<file path="src/rtl/div_seq_pkg.sv">
// Shared definitions for the sequential divider: widths, FSM state encodings
// and handshake constants used by div_seq and its EX-side partner.
package div_seq_pkg;

    localparam int DIV_DATA_W = 32;
    localparam int DIV_CNT_W  = 6;

    typedef enum logic [1:0] {
        DivFree   = 2'b00,
        DivByZero = 2'b01,
        DivOn     = 2'b10,
        DivEnd    = 2'b11
    } div_state_e;

    localparam logic DivResultReady    = 1'b1;
    localparam logic DivResultNotReady = 1'b0;
    localparam logic DivStart          = 1'b1;
    localparam logic DivStop           = 1'b0;

endpackage

</file>
<file path="src/rtl/div_seq_if.sv">
// EX <-> divider handshake bundle. EX drives the request side (master),
// the divider returns result/ready/busy (slave).
interface div_seq_if
    import div_seq_pkg::*;
#(
    parameter int DATA_W = DIV_DATA_W
);

    logic                  start_i;
    logic                  annul_i;
    logic                  signed_i;
    logic [DATA_W-1:0]     opdata1_i;
    logic [DATA_W-1:0]     opdata2_i;
    logic [2*DATA_W-1:0]   result_o;
    logic                  ready_o;
    logic                  busy_o;

    modport master (
        output start_i, annul_i, signed_i, opdata1_i, opdata2_i,
        input  result_o, ready_o, busy_o
    );

    modport slave (
        input  start_i, annul_i, signed_i, opdata1_i, opdata2_i,
        output result_o, ready_o, busy_o
    );

endinterface

</file>
<file path="src/rtl/div_seq_step.sv">
// One restoring shift-subtract iteration. Kept combinational and standalone so
// it can be replicated for a higher-radix variant.
module div_seq_step #(
    parameter int DATA_W = 32
) (
    input  logic [2*DATA_W-1:0] work,
    input  logic [DATA_W-1:0]   divisor,
    output logic [2*DATA_W:0]   work_next
);

    logic [DATA_W:0] diff;

    // The partial remainder sits just above the quotient/dividend field; a set
    // borrow bit means the divisor did not fit this round.
    assign diff = {1'b0, work[2*DATA_W-1:DATA_W]} - {1'b0, divisor};

    always_comb begin
        if (diff[DATA_W]) begin
            work_next = {work, 1'b0};
        end else begin
            work_next = {diff[DATA_W-1:0], work[DATA_W-1:0], 1'b1};
        end
    end

endmodule

</file>
<file path="src/rtl/div_seq.sv">
// Multi-cycle DIV/DIVU controller: 32 shift-subtract iterations on operand
// magnitudes, then a sign fix-up, presenting {remainder, quotient} to EX.
module div_seq
    import div_seq_pkg::*;
#(
    parameter int DATA_W = DIV_DATA_W,
    parameter int CNT_W  = DIV_CNT_W
) (
    input  logic      clk,
    input  logic      rst,
    div_seq_if.slave  bus
);

    div_state_e          state, state_next;
    logic [CNT_W-1:0]    cnt, cnt_next;
    logic [2*DATA_W:0]   work, work_d, step_out;
    logic [DATA_W-1:0]   divisor_abs, divisor_abs_d;
    logic                is_signed, is_signed_d;
    logic                dividend_neg, dividend_neg_d;
    logic                divisor_neg, divisor_neg_d;
    logic [2*DATA_W-1:0] result, result_d;
    logic                ready, ready_d;
    logic [DATA_W-1:0]   op1_abs, op2_abs, quot, rem;

    assign op1_abs = (bus.signed_i && bus.opdata1_i[DATA_W-1]) ? -bus.opdata1_i : bus.opdata1_i;
    assign op2_abs = (bus.signed_i && bus.opdata2_i[DATA_W-1]) ? -bus.opdata2_i : bus.opdata2_i;

    // The remainder takes the dividend's sign; the quotient is negative when signs differ.
    assign quot = (is_signed && (dividend_neg ^ divisor_neg)) ? -work[DATA_W-1:0] : work[DATA_W-1:0];
    assign rem  = (is_signed && dividend_neg) ? -work[2*DATA_W:DATA_W+1] : work[2*DATA_W:DATA_W+1];

    div_seq_step #(.DATA_W(DATA_W)) u_step (
        .work      (work[2*DATA_W-1:0]),
        .divisor   (divisor_abs),
        .work_next (step_out)
    );

    always_comb begin
        state_next     = state;
        cnt_next       = cnt;
        work_d         = work;
        divisor_abs_d  = divisor_abs;
        is_signed_d    = is_signed;
        dividend_neg_d = dividend_neg;
        divisor_neg_d  = divisor_neg;
        result_d       = result;
        ready_d        = ready;
        case (state)
            DivFree: begin
                result_d = '0;
                ready_d  = DivResultNotReady;
                if (bus.start_i == DivStart && !bus.annul_i) begin
                    if (bus.opdata2_i == '0) begin
                        state_next = DivByZero;
                    end else begin
                        state_next     = DivOn;
                        cnt_next       = '0;
                        is_signed_d    = bus.signed_i;
                        dividend_neg_d = bus.signed_i & bus.opdata1_i[DATA_W-1];
                        divisor_neg_d  = bus.signed_i & bus.opdata2_i[DATA_W-1];
                        divisor_abs_d  = op2_abs;
                        work_d         = {{DATA_W{1'b0}}, op1_abs, 1'b0};
                    end
                end
            end
            DivByZero: begin
                result_d = '0;
                if (bus.annul_i) begin
                    state_next = DivFree;
                    ready_d    = DivResultNotReady;
                end else begin
                    state_next = DivEnd;
                    ready_d    = DivResultReady;
                end
            end
            DivOn: begin
                if (bus.annul_i) begin
                    state_next = DivFree;
                    result_d   = '0;
                    ready_d    = DivResultNotReady;
                end else if (cnt != CNT_W'(DATA_W)) begin
                    work_d   = step_out;
                    cnt_next = cnt + CNT_W'(1);
                end else begin
                    state_next = DivEnd;
                    result_d   = {rem, quot};
                    ready_d    = DivResultReady;
                end
            end
            DivEnd: begin
                if (bus.annul_i || bus.start_i == DivStop) begin
                    state_next = DivFree;
                    result_d   = '0;
                    ready_d    = DivResultNotReady;
                end
            end
            default: state_next = DivFree;
        endcase
    end

    always_ff @(posedge clk or posedge rst) begin
        if (rst) begin
            state        <= DivFree;
            cnt          <= '0;
            work         <= '0;
            divisor_abs  <= '0;
            is_signed    <= 1'b0;
            dividend_neg <= 1'b0;
            divisor_neg  <= 1'b0;
            result       <= '0;
            ready        <= DivResultNotReady;
        end else begin
            state        <= state_next;
            cnt          <= cnt_next;
            work         <= work_d;
            divisor_abs  <= divisor_abs_d;
            is_signed    <= is_signed_d;
            dividend_neg <= dividend_neg_d;
            divisor_neg  <= divisor_neg_d;
            result       <= result_d;
            ready        <= ready_d;
        end
    end

    assign bus.result_o = result;
    assign bus.ready_o  = ready;
    assign bus.busy_o   = (state != DivFree);

endmodule

</file>
<file path="src/flat_wrapper.sv">
// flat-port wrapper written by rule: the top's interface ports become plain ports
module div_seq_flat import div_seq_pkg::*;
#(
    parameter int DATA_W = DIV_DATA_W,
    parameter int CNT_W  = DIV_CNT_W
)
  (clk, rst, bus_start_i, bus_annul_i, bus_signed_i, bus_opdata1_i, bus_opdata2_i, bus_result_o, bus_ready_o, bus_busy_o);
  div_seq_if #(.DATA_W(DATA_W)) bus_i ();
  input  logic clk;
  input  logic rst;
  input wire logic [$bits(bus_i.start_i)-1:0] bus_start_i;
  input wire logic [$bits(bus_i.annul_i)-1:0] bus_annul_i;
  input wire logic [$bits(bus_i.signed_i)-1:0] bus_signed_i;
  input wire logic [$bits(bus_i.opdata1_i)-1:0] bus_opdata1_i;
  input wire logic [$bits(bus_i.opdata2_i)-1:0] bus_opdata2_i;
  output wire logic [$bits(bus_i.result_o)-1:0] bus_result_o;
  output wire logic [$bits(bus_i.ready_o)-1:0] bus_ready_o;
  output wire logic [$bits(bus_i.busy_o)-1:0] bus_busy_o;
  assign bus_i.start_i = bus_start_i;
  assign bus_i.annul_i = bus_annul_i;
  assign bus_i.signed_i = bus_signed_i;
  assign bus_i.opdata1_i = bus_opdata1_i;
  assign bus_i.opdata2_i = bus_opdata2_i;
  assign bus_result_o = bus_i.result_o;
  assign bus_ready_o = bus_i.ready_o;
  assign bus_busy_o = bus_i.busy_o;
  div_seq #(.DATA_W(DATA_W), .CNT_W(CNT_W)) u_core (.clk(clk), .rst(rst), .bus(bus_i));
endmodule
</file>
<file path="config.mk">
export PLATFORM = sky130hd
export DESIGN_NAME = div_seq_flat
export DESIGN_NICKNAME = d
export VERILOG_FILES = /design/src/rtl/div_seq_pkg.sv /design/src/rtl/div_seq_if.sv /design/src/rtl/div_seq_step.sv /design/src/rtl/div_seq.sv /design/src/flat_wrapper.sv
export SDC_FILE = /design/constraint.sdc
export NUM_CORES = 1
export LEC_CHECK = 0
export BUFFER_PORTS_ARGS = -buffer_cell sky130_fd_sc_hd__clkbuf_2
export CORE_UTILIZATION = 35
export CTS_CLUSTER_SIZE = 20
export DETAILED_ROUTE_END_ITERATION = 7
export HOLD_SLACK_MARGIN = 0.08
export PLACE_DENSITY = 0.56
export SLEW_MARGIN = 20
export SYNTH_ARGS = -nofsm -noshare
export SYNTH_HDL_FRONTEND = slang
export SYNTH_SLANG_ARGS = --single-unit
</file>
<file path="constraint.sdc">
create_clock -name clk -period 10.65 [get_ports clk]
set_clock_uncertainty 0.1 [all_clocks]
set_input_delay 1.5975 -clock clk [delete_from_list [all_inputs] [get_ports clk]]
set_output_delay 1.5975 -clock clk [all_outputs]
set_load 0.02 [all_outputs]
</file>
==> impl_summary.md, run 1 <==
Clock network
The clock latency of the later-clocked register in the worst-skew pair is 0.44 ns. The CTS root buffer is sky130_fd_sc_hd__clkbuf_16. The clock-pin transition on the worst setup and hold timing paths is 0.07 ns.

CTS built an H-tree with a depth of 4. The number of buffers inserted by hold repair at cts is 0. The clock sink count is 173. The TritonCTS buffer count is 17. Buffers added to address setup during post-CTS repair amount to 0. TritonCTS built the clock tree. Gates resized during post-CTS repair numbered 0. The maximum root-to-sink buffer count is 2.

STA
The worst pin sits at a relative slew slack of 37.1%. Adding up every negative setup slack in the final design gives 0 ns. The number of max-slew violations in the final report is 0. Timing would allow up to 224 MHz. Setup repair after global routing left no endpoint under its margin. The worst hold slack is 0.376 ns. The number of hold violations in the final report is 0. Of the available clock period, the critical path in the final layout requires 41.9%. The number of setup violations in the final report is 0. For the pin with the worst max-slew slack, the measured transition is 0.943 ns. The clock period minus worst slack is 4.47 ns.

Layout
The repair_antennas step left the layout with diodes totalling 0. The most common cell after layout, fill and taps aside is sky130_fd_sc_hd__nand2_1. The design area is 13200 um2. The net count reported at finish is 1634. The number of inserted filler cells in the final layout is 3376.

The proportion of layout cells with a drive suffix above 1 is 12.9%. The layout overhead on the synthesized area is 14.2%. The library cells used most frequently in the layout, excluding fill and tap cells, are sky130_fd_sc_hd__nand2_1 (247), sky130_fd_sc_hd__dfrtp_1 (173), sky130_fd_sc_hd__o21ai_0 (165).

Logic synthesis
The post-synthesis sequential area ratio is 37.5%. Yosys mapped a number of flops with a built-in enable equal to 0. The area share of fa/ha/maj cells after synthesis is 4.83%. The cell taking the most area after synthesis is sky130_fd_sc_hd__dfrtp_1. The most frequently used flop master after synthesis is sky130_fd_sc_hd__dfrtp_1.

Ranked by total cell area, the synthesized netlist is headed by sky130_fd_sc_hd__dfrtp_1 (37%), sky130_fd_sc_hd__nand2_1 (8.0%), sky130_fd_sc_hd__o21ai_0 (7.2%). The complex-gate fraction of the synthesized area is 21.5%. In the synthesized netlist the async set-or-reset flop fraction comes to 100%. The simple-gate share of the synthesized area is 20.3%. The synthesized netlist net count is 1554.

The synthesized design contains 173 register bits. After synthesis, the mean cell area works out to 8.01 um2. The synthesized-area fraction occupied by xor and xnor cells is 10.5%. The portion of synthesized cell area occupied by the leading cell type is 37.5%. By area, the combinational part of the netlist is dominated by compound AO/OA/AOI/OAI gates.

The number of instances in the synthesized netlist is 1441. Yosys printed 0 warnings. Yosys mapped the design onto 63 distinct sky130hd cell types. The total standard cell area after synthesis is 11500 um2. Measured against the total synthesized area, the mux share comes to 0.563%.

Critical path
Walking the worst path, the cells encountered are clkbuf_2 -> or4_1 -> nor4_1 -> and4b_1 -> nand3_1 -> a21oi_1 -> or3b_4 -> buf_12 -> o21ai_0 -> a22o_1. The cell with the biggest individual delay on the critical path is sky130_fd_sc_hd__or3b_4. The kind of end point of the critical path is a register. The critical path startpoint category is a primary input. The worst setup path category is primary input to register.

The largest fanout on the critical path is 61. Data on the critical path is required at its endpoint by 10.87 ns. STA puts the critical path data arrival time at 4.69 ns.

The delay of the slowest cell on the worst path is 0.68 ns.

Power and ir drop
The clock network is responsible for 20.2% of the overall power. The worst IR drop on VDD is 99.5 uV. The reported leakage power is 5.80 nW. The fraction of power spent switching nets is 45.0%. For this design the ratio of total power to cell area is 248 nW/um2. Of the total power, registers draw 31.6%. The switching power summed over all nets is 1.47 mW. The combinational power share is 48.2%.

The total internal power is 1.80 mW.

Drt
The routed metal-1 wirelength is 16100 um. The via total after detailed routing is 10300. Signal routing reaches up to met4. The post-route DRC violation count is 0. Before antenna repair, the detailed router went through 6 iterations. After detailed routing, the met2 layer carries 13200 um of wire.

The residual antenna-violating net count after detailed routing is 0. The wire length per cell is 15.6 um. The length of routed met3 wiring is 1310 um. In the routed layout, each cell is associated on average with a via count of 5.20. The detailed router finished its first iteration with 738 violations. The detailed-route wire length is 30900 um.

Floorplan
The die covers 33700 um2. The region available for standard cell placement spans 32500 um2. The site row count is 66. The y dimension of the die is 184 um. During I/O placement, the number of pins put on the boundary was 135. From left edge to right edge, the die measures 184 um.

The initial utilization of the core area, before any placement, comes to 35.5%.

Global route
The via count of the first global-routing pass came to 9497. Global routing used 18.6% of the available tracks. The maximum number of pins on one net before global-route repair is 106. The initial antenna violation count is 0. The first global-routing pass estimated 50300 um of wire. The remaining global-route overflow is 0.

Place
The instance area at placement is 12500 um2. The HPWL after detailed placement is 22800 um. The congestion estimate from routability-driven global placement came to 0.871.

Input and output buffers added on the ports amount to 134.

Flow run
The tool flagged a number of max-cap violations equal to 0.

Status
The run finished with clean final reports.

Worst hold path
The path class of the tightest hold or removal check is register to register.
critical path: cells and delay by family:
family | cells | cell delay (ns)
AO/OA/AOI/OAI | 3 | 0.60
buffers and inverters | 2 | 0.38
AND/OR/NAND/NOR | 5 | 2.07
routing by layer:
metal / up-vias / track usage (%)
li1: 5226 / -
met1: 4831 / 28.1
met2: 195 / 27.7
met3: 15 / 2.83
met4: 0 / 4.23
met5: - / 0
per-stage QoR:
step	setup slack [ns]	power, mW	utilization (%)	instances
2_1_floorplan	4.26	2.20	-	1441
3_3_place_gp	5.59	2.59	38.6	1943
3_5_place_dp	5.57	2.62	38.6	1943
4_1_cts	6.04	3.29	40.4	1974
5_1_grt	5.91	3.55	40.5	1975
6_report	6.18	3.27	40.5	1975
synthesized netlist by cell type, drive strengths merged (10+ instances only):
cell and n:
xor2 70, nand4 26, nor2 109, nor3 28
or3 11, clkbuf 74, xnor2 69, o211ai 26
nand3 22, a21oi 115, o21a 10, nand2 247
or4 19, inv 63, o41ai 14, dfrtp 173
nor4 17, ha 43, o31ai 19, o21ai 172
a31oi 12, a21o 11
sequential cells by signal, summed over array words and instances (netlist names):
register and cells:
u_core.work 65, u_core.bus.result_o 64, u_core.divisor_abs 32, u_core.cnt 6
u_core.state 2, u_core.bus.ready_o 1, u_core.dividend_neg 1, u_core.divisor_neg 1
u_core.is_signed 1
worst paths after layout:
check	start	to	slack, ns	depth (start not counted)
max in group asynchronous	rst	u_core.bus.result_o[24]	7.68	3
hold / removal	u_core.bus.result_o[11]	u_core.bus.result_o[11]	0.38	2
setup / recovery	bus_opdata2_i[13]	u_core.cnt[5]	6.18	10
min in group asynchronous	rst	u_core.bus.result_o[39]	1.27	2
setup reg to reg	u_core.work[32]	u_core.work[34]	6.27	13
hold reg to reg	u_core.bus.result_o[11]	u_core.bus.result_o[11]	0.38	2
final cells by class:
class	instances	area [um2]	area share, %
Sequential cell	173	4330	32.8
Timing Repair Buffer	143	751	5.69
Clock buffer	18	429	3.25
Clock inverter	13	180	1.37
Tap cell	442	553	4.19
Multi-Input combinational cell	1123	6700	50.8
Inverter	63	241	1.83
logic make-up (layout without fill, tap and decap cells):
kind of cell	count (synthesis)	count (layout)
adder cells (fa/ha/maj)	44	44
XOR/XNOR	139	139
AO/OA/AOI/OAI	417	417
flip-flops	173	173
multiplexers	6	6
buffers and inverters	145	237
AND/OR/NAND/NOR	517	517
power by group through the flow:
| stage | registers, mW | logic (mW) | clock network, mW |
|---|---|---|---|
| finish | 1.03 | 1.58 | 0.661 |
| global route | 1.06 | 1.78 | 0.701 |
| CTS | 1.03 | 1.58 | 0.679 |
| detailed placement | 1.05 | 1.57 | 0 |
| global placement | 1.04 | 1.55 | 0 |
| floorplan | 1.06 | 1.14 | 0 |
No activity file was read; power rests on OpenSTA's default activity.
==> inputs of run 2 (changes only) <==
==> constraint.sdc (replaced) <==
create_clock -name clk -period 4.5 [get_ports clk]
set_clock_uncertainty 0.1 [all_clocks]
set_input_delay 0.675 -clock clk [delete_from_list [all_inputs] [get_ports clk]]
set_output_delay 0.675 -clock clk [all_outputs]
set_load 0.02 [all_outputs]
==> run 2 against run 1 <==
  * Core utilization is 0.27 points higher
  * Power up 140%
  * Setup slack worse by 5.4 ns
  * Critical path depth rose by 1
  * Combinational power rose by 140%
  * Non-clock buffer count increased by 9
  * Clock power up 140%
  * Critical path type is now register to register
==> impl_summary.md, run 2 (synthesis results as in run 1) <==
Critical path
In this run the register-to-register setup slack is 0.80 ns. Data on the critical path arrives at its endpoint at 3.92 ns. The critical path in this run is classified as register to register. The kind of end point of the critical path is a register. The critical path startpoint category is a register. Of all nets on the critical path, the largest fanout is 5.

In this run the worst setup path terminates at u_core.work[59]. Counting cells, the worst reg-to-reg path comes to 11. The critical path launch point is u_core.work[33]. The source of the worst register-to-register timing path is u_core.work[33]. The required time at the endpoint of the critical path is 4.72 ns. The reg-to-reg critical path endpoint is u_core.work[59].

STA
For the pin with the worst max-slew slack, the measured transition is 1.06 ns. For this run, the top clock speed supported by timing is 270 MHz. The clock period minus worst slack is 3.70 ns. The relative slew slack is 29.6%. The number of hold violations in the final report is 0. Setup violations remaining at the end of the flow were counted as 0.

Setup repair after global routing left no endpoint under its margin. The fraction of the cycle the final worst path needs is 82.2%. The number of max-slew violations in the final report is 0.

Setup total negative slack on the finished layout was measured at 0 ns.

Drt
Summed over all layers, the routed wires come to 31300 um. After detailed routing, the number of remaining DRC violations is 0. In the final routed layout, each cell accounts on average for 15.8 um. The residual antenna-violating net count after detailed routing is 0.

For this run, the detailed router's first-pass iteration total came to 5. The via total after detailed routing is 10300. The DRC violation total after the first TritonRoute iteration is 805. Dividing the detail-routed via count by the number of cells gives 5.20.

Floorplan
The floorplan has 66 rows. Once the floorplan was initialized, standard cells occupied 35.5% of the core. The die is 184 um tall. The floorplan step defined a die boundary enclosing 33700 um2. The width of the chip is 184 um. After floorplanning, the core was sized to cover 32500 um2. The number of I/O pins is 135.

Clock network
The clock drives 173 sinks. The root buffer cell chosen for the clock tree is sky130_fd_sc_hd__clkbuf_16. Once the clock tree was built, the resizer swapped 0 gates to a different size. The clock-pin transition on the worst setup and hold timing paths is 0.07 ns. The maximum root-to-sink buffer count is 2. After clock tree synthesis, the flow added hold-fix buffers numbering 0.

Clock latency on the worst-skew pair, taken at its later pin, is 0.43 ns. Buffers inserted during clock tree synthesis total 17. The TritonCTS clock tree is yes. After clock tree synthesis, the setup repair step added 0 buffers. The clock tree synthesis step divided the H-tree into 4 levels.

Layout
After filler insertion, the fill cell instance count of the layout stands at 3374. The antenna diode count is 0. The proportion of layout cells with a drive suffix above 1 is 13.4%. The most common cell after layout, fill and taps aside is sky130_fd_sc_hd__nand2_1. u_core.work holds more flip-flops than any other register. Leaving out fill and tap cells, the most frequent cells in the layout are sky130_fd_sc_hd__nand2_1 (247), sky130_fd_sc_hd__dfrtp_1 (173), sky130_fd_sc_hd__o21ai_0 (165). From synthesis to final layout, the design area changed by 14.9%.

The number of flip-flops in the largest register is 65. The final layout contains 1643 nets.

Place
The count of buffers from port buffering is 134. After legalization and detailed placement, the total HPWL measured 23000 um. The congestion estimate from routability-driven global placement came to 0.868.

Worst hold path
In this run the worst hold path is classified as primary input to async pin.

Power and ir drop
The total power is 7.85 mW. The worst IR drop on VDD is 296 uV. The power density relative to cell area is 591 nW/um2.

The reported leakage power is 5.84 nW.

Global route
The remaining global-route overflow is 0. The maximum number of pins on one net before global-route repair is 174. The via count of the first global-routing pass is 9705. The initial antenna violation count is 0.

The first-pass GRT wire length is 52100 um. The overall routing resource usage is 19.3%.

Flow run
Max-cap violations in this run came to 0.

Status
The run finished with clean final reports.
run 2: cell count changes in the layout (fill, tap and decap cells not counted), moves of 2 or more:
cell / delta
sky130_fd_sc_hd__buf_4: +7
sky130_fd_sc_hd__inv_6: -2
sky130_fd_sc_hd__clkinv_2: +2
sky130_fd_sc_hd__inv_8: -2
run 2: cell type report:
cell class	instances	area (um2)	area share [%]
inverters	63	240	1.81
well taps	442	553	4.17
clock buffers	20	447	3.37
flip-flops and latches	173	4330	32.6
clock inverters	12	159	1.20
repair buffers	152	851	6.41
multi-input cells	1123	6690	50.4
run 2: worst min-delay path by stage:
stage,from,end,cells past startpoint
global route,u_core.bus.result_o[46],u_core.bus.result_o[46],2
CTS,u_core.bus.result_o[45],u_core.bus.result_o[45],2
floorplan,u_core.work[64],u_core.work[64],2
detailed placement,u_core.bus.result_o[53],u_core.bus.result_o[53],2
global placement,u_core.bus.result_o[49],u_core.bus.result_o[49],2
finish,rst,u_core.bus.result_o[37],3
run 2: metal layers:
layer / GRT usage [%] / part of all wire (%) / routed length, um / vias to the layer above
met5: 0 / 0 / 0 / -
met4: 3.73 / 0.71 / 223 / 0
met2: 27.7 / 42 / 13000 / 230
met1: 30.3 / 53 / 16500 / 4837
met3: 2.81 / 5.0 / 1550 / 15
li1: - / - / - / 5244
run 2: worst max-delay path, stage by stage, from the launching register on:
cell                        delay (ns)
sky130_fd_sc_hd__dfrtp_1          0.41
sky130_fd_sc_hd__inv_1            0.12
sky130_fd_sc_hd__fa_1             0.47
sky130_fd_sc_hd__nor2b_1          0.16
sky130_fd_sc_hd__o2111ai_1        0.15
sky130_fd_sc_hd__a2111oi_1        0.54
sky130_fd_sc_hd__o211ai_1         0.25
sky130_fd_sc_hd__a21boi_2         0.23
sky130_fd_sc_hd__o21ai_1          0.12
sky130_fd_sc_hd__and3_1           0.23
sky130_fd_sc_hd__or4_1            0.54
sky130_fd_sc_hd__a32o_1           0.26
run 2: per-stage QoR:
stage / hold WS [ns] / cell area, um2 / std cells / utilization [%] / setup WS [ns]
after floorplan: 0.376 / 11600 / 1441 / - / 1.16
after global placement: 0.362 / 12600 / 1952 / 38.8 / 0.670
after detailed placement: 0.370 / 12700 / 1953 / 38.9 / 0.599
after CTS: 0.387 / 13300 / 1985 / 40.8 / 0.824
after global routing: 0.398 / 13300 / 1985 / 40.8 / 0.461
final: 0.300 / 13300 / 1985 / 40.8 / 0.801
run 2: power by group:
part	total, mW	switching (mW)	leakage, nW	internal [mW]
sequential	2.45	0.436	2.29	2.02
combinational	3.83	2.42	3.26	1.40
clock	1.57	0.670	0.291	0.895
total	7.85	3.53	5.84	4.32
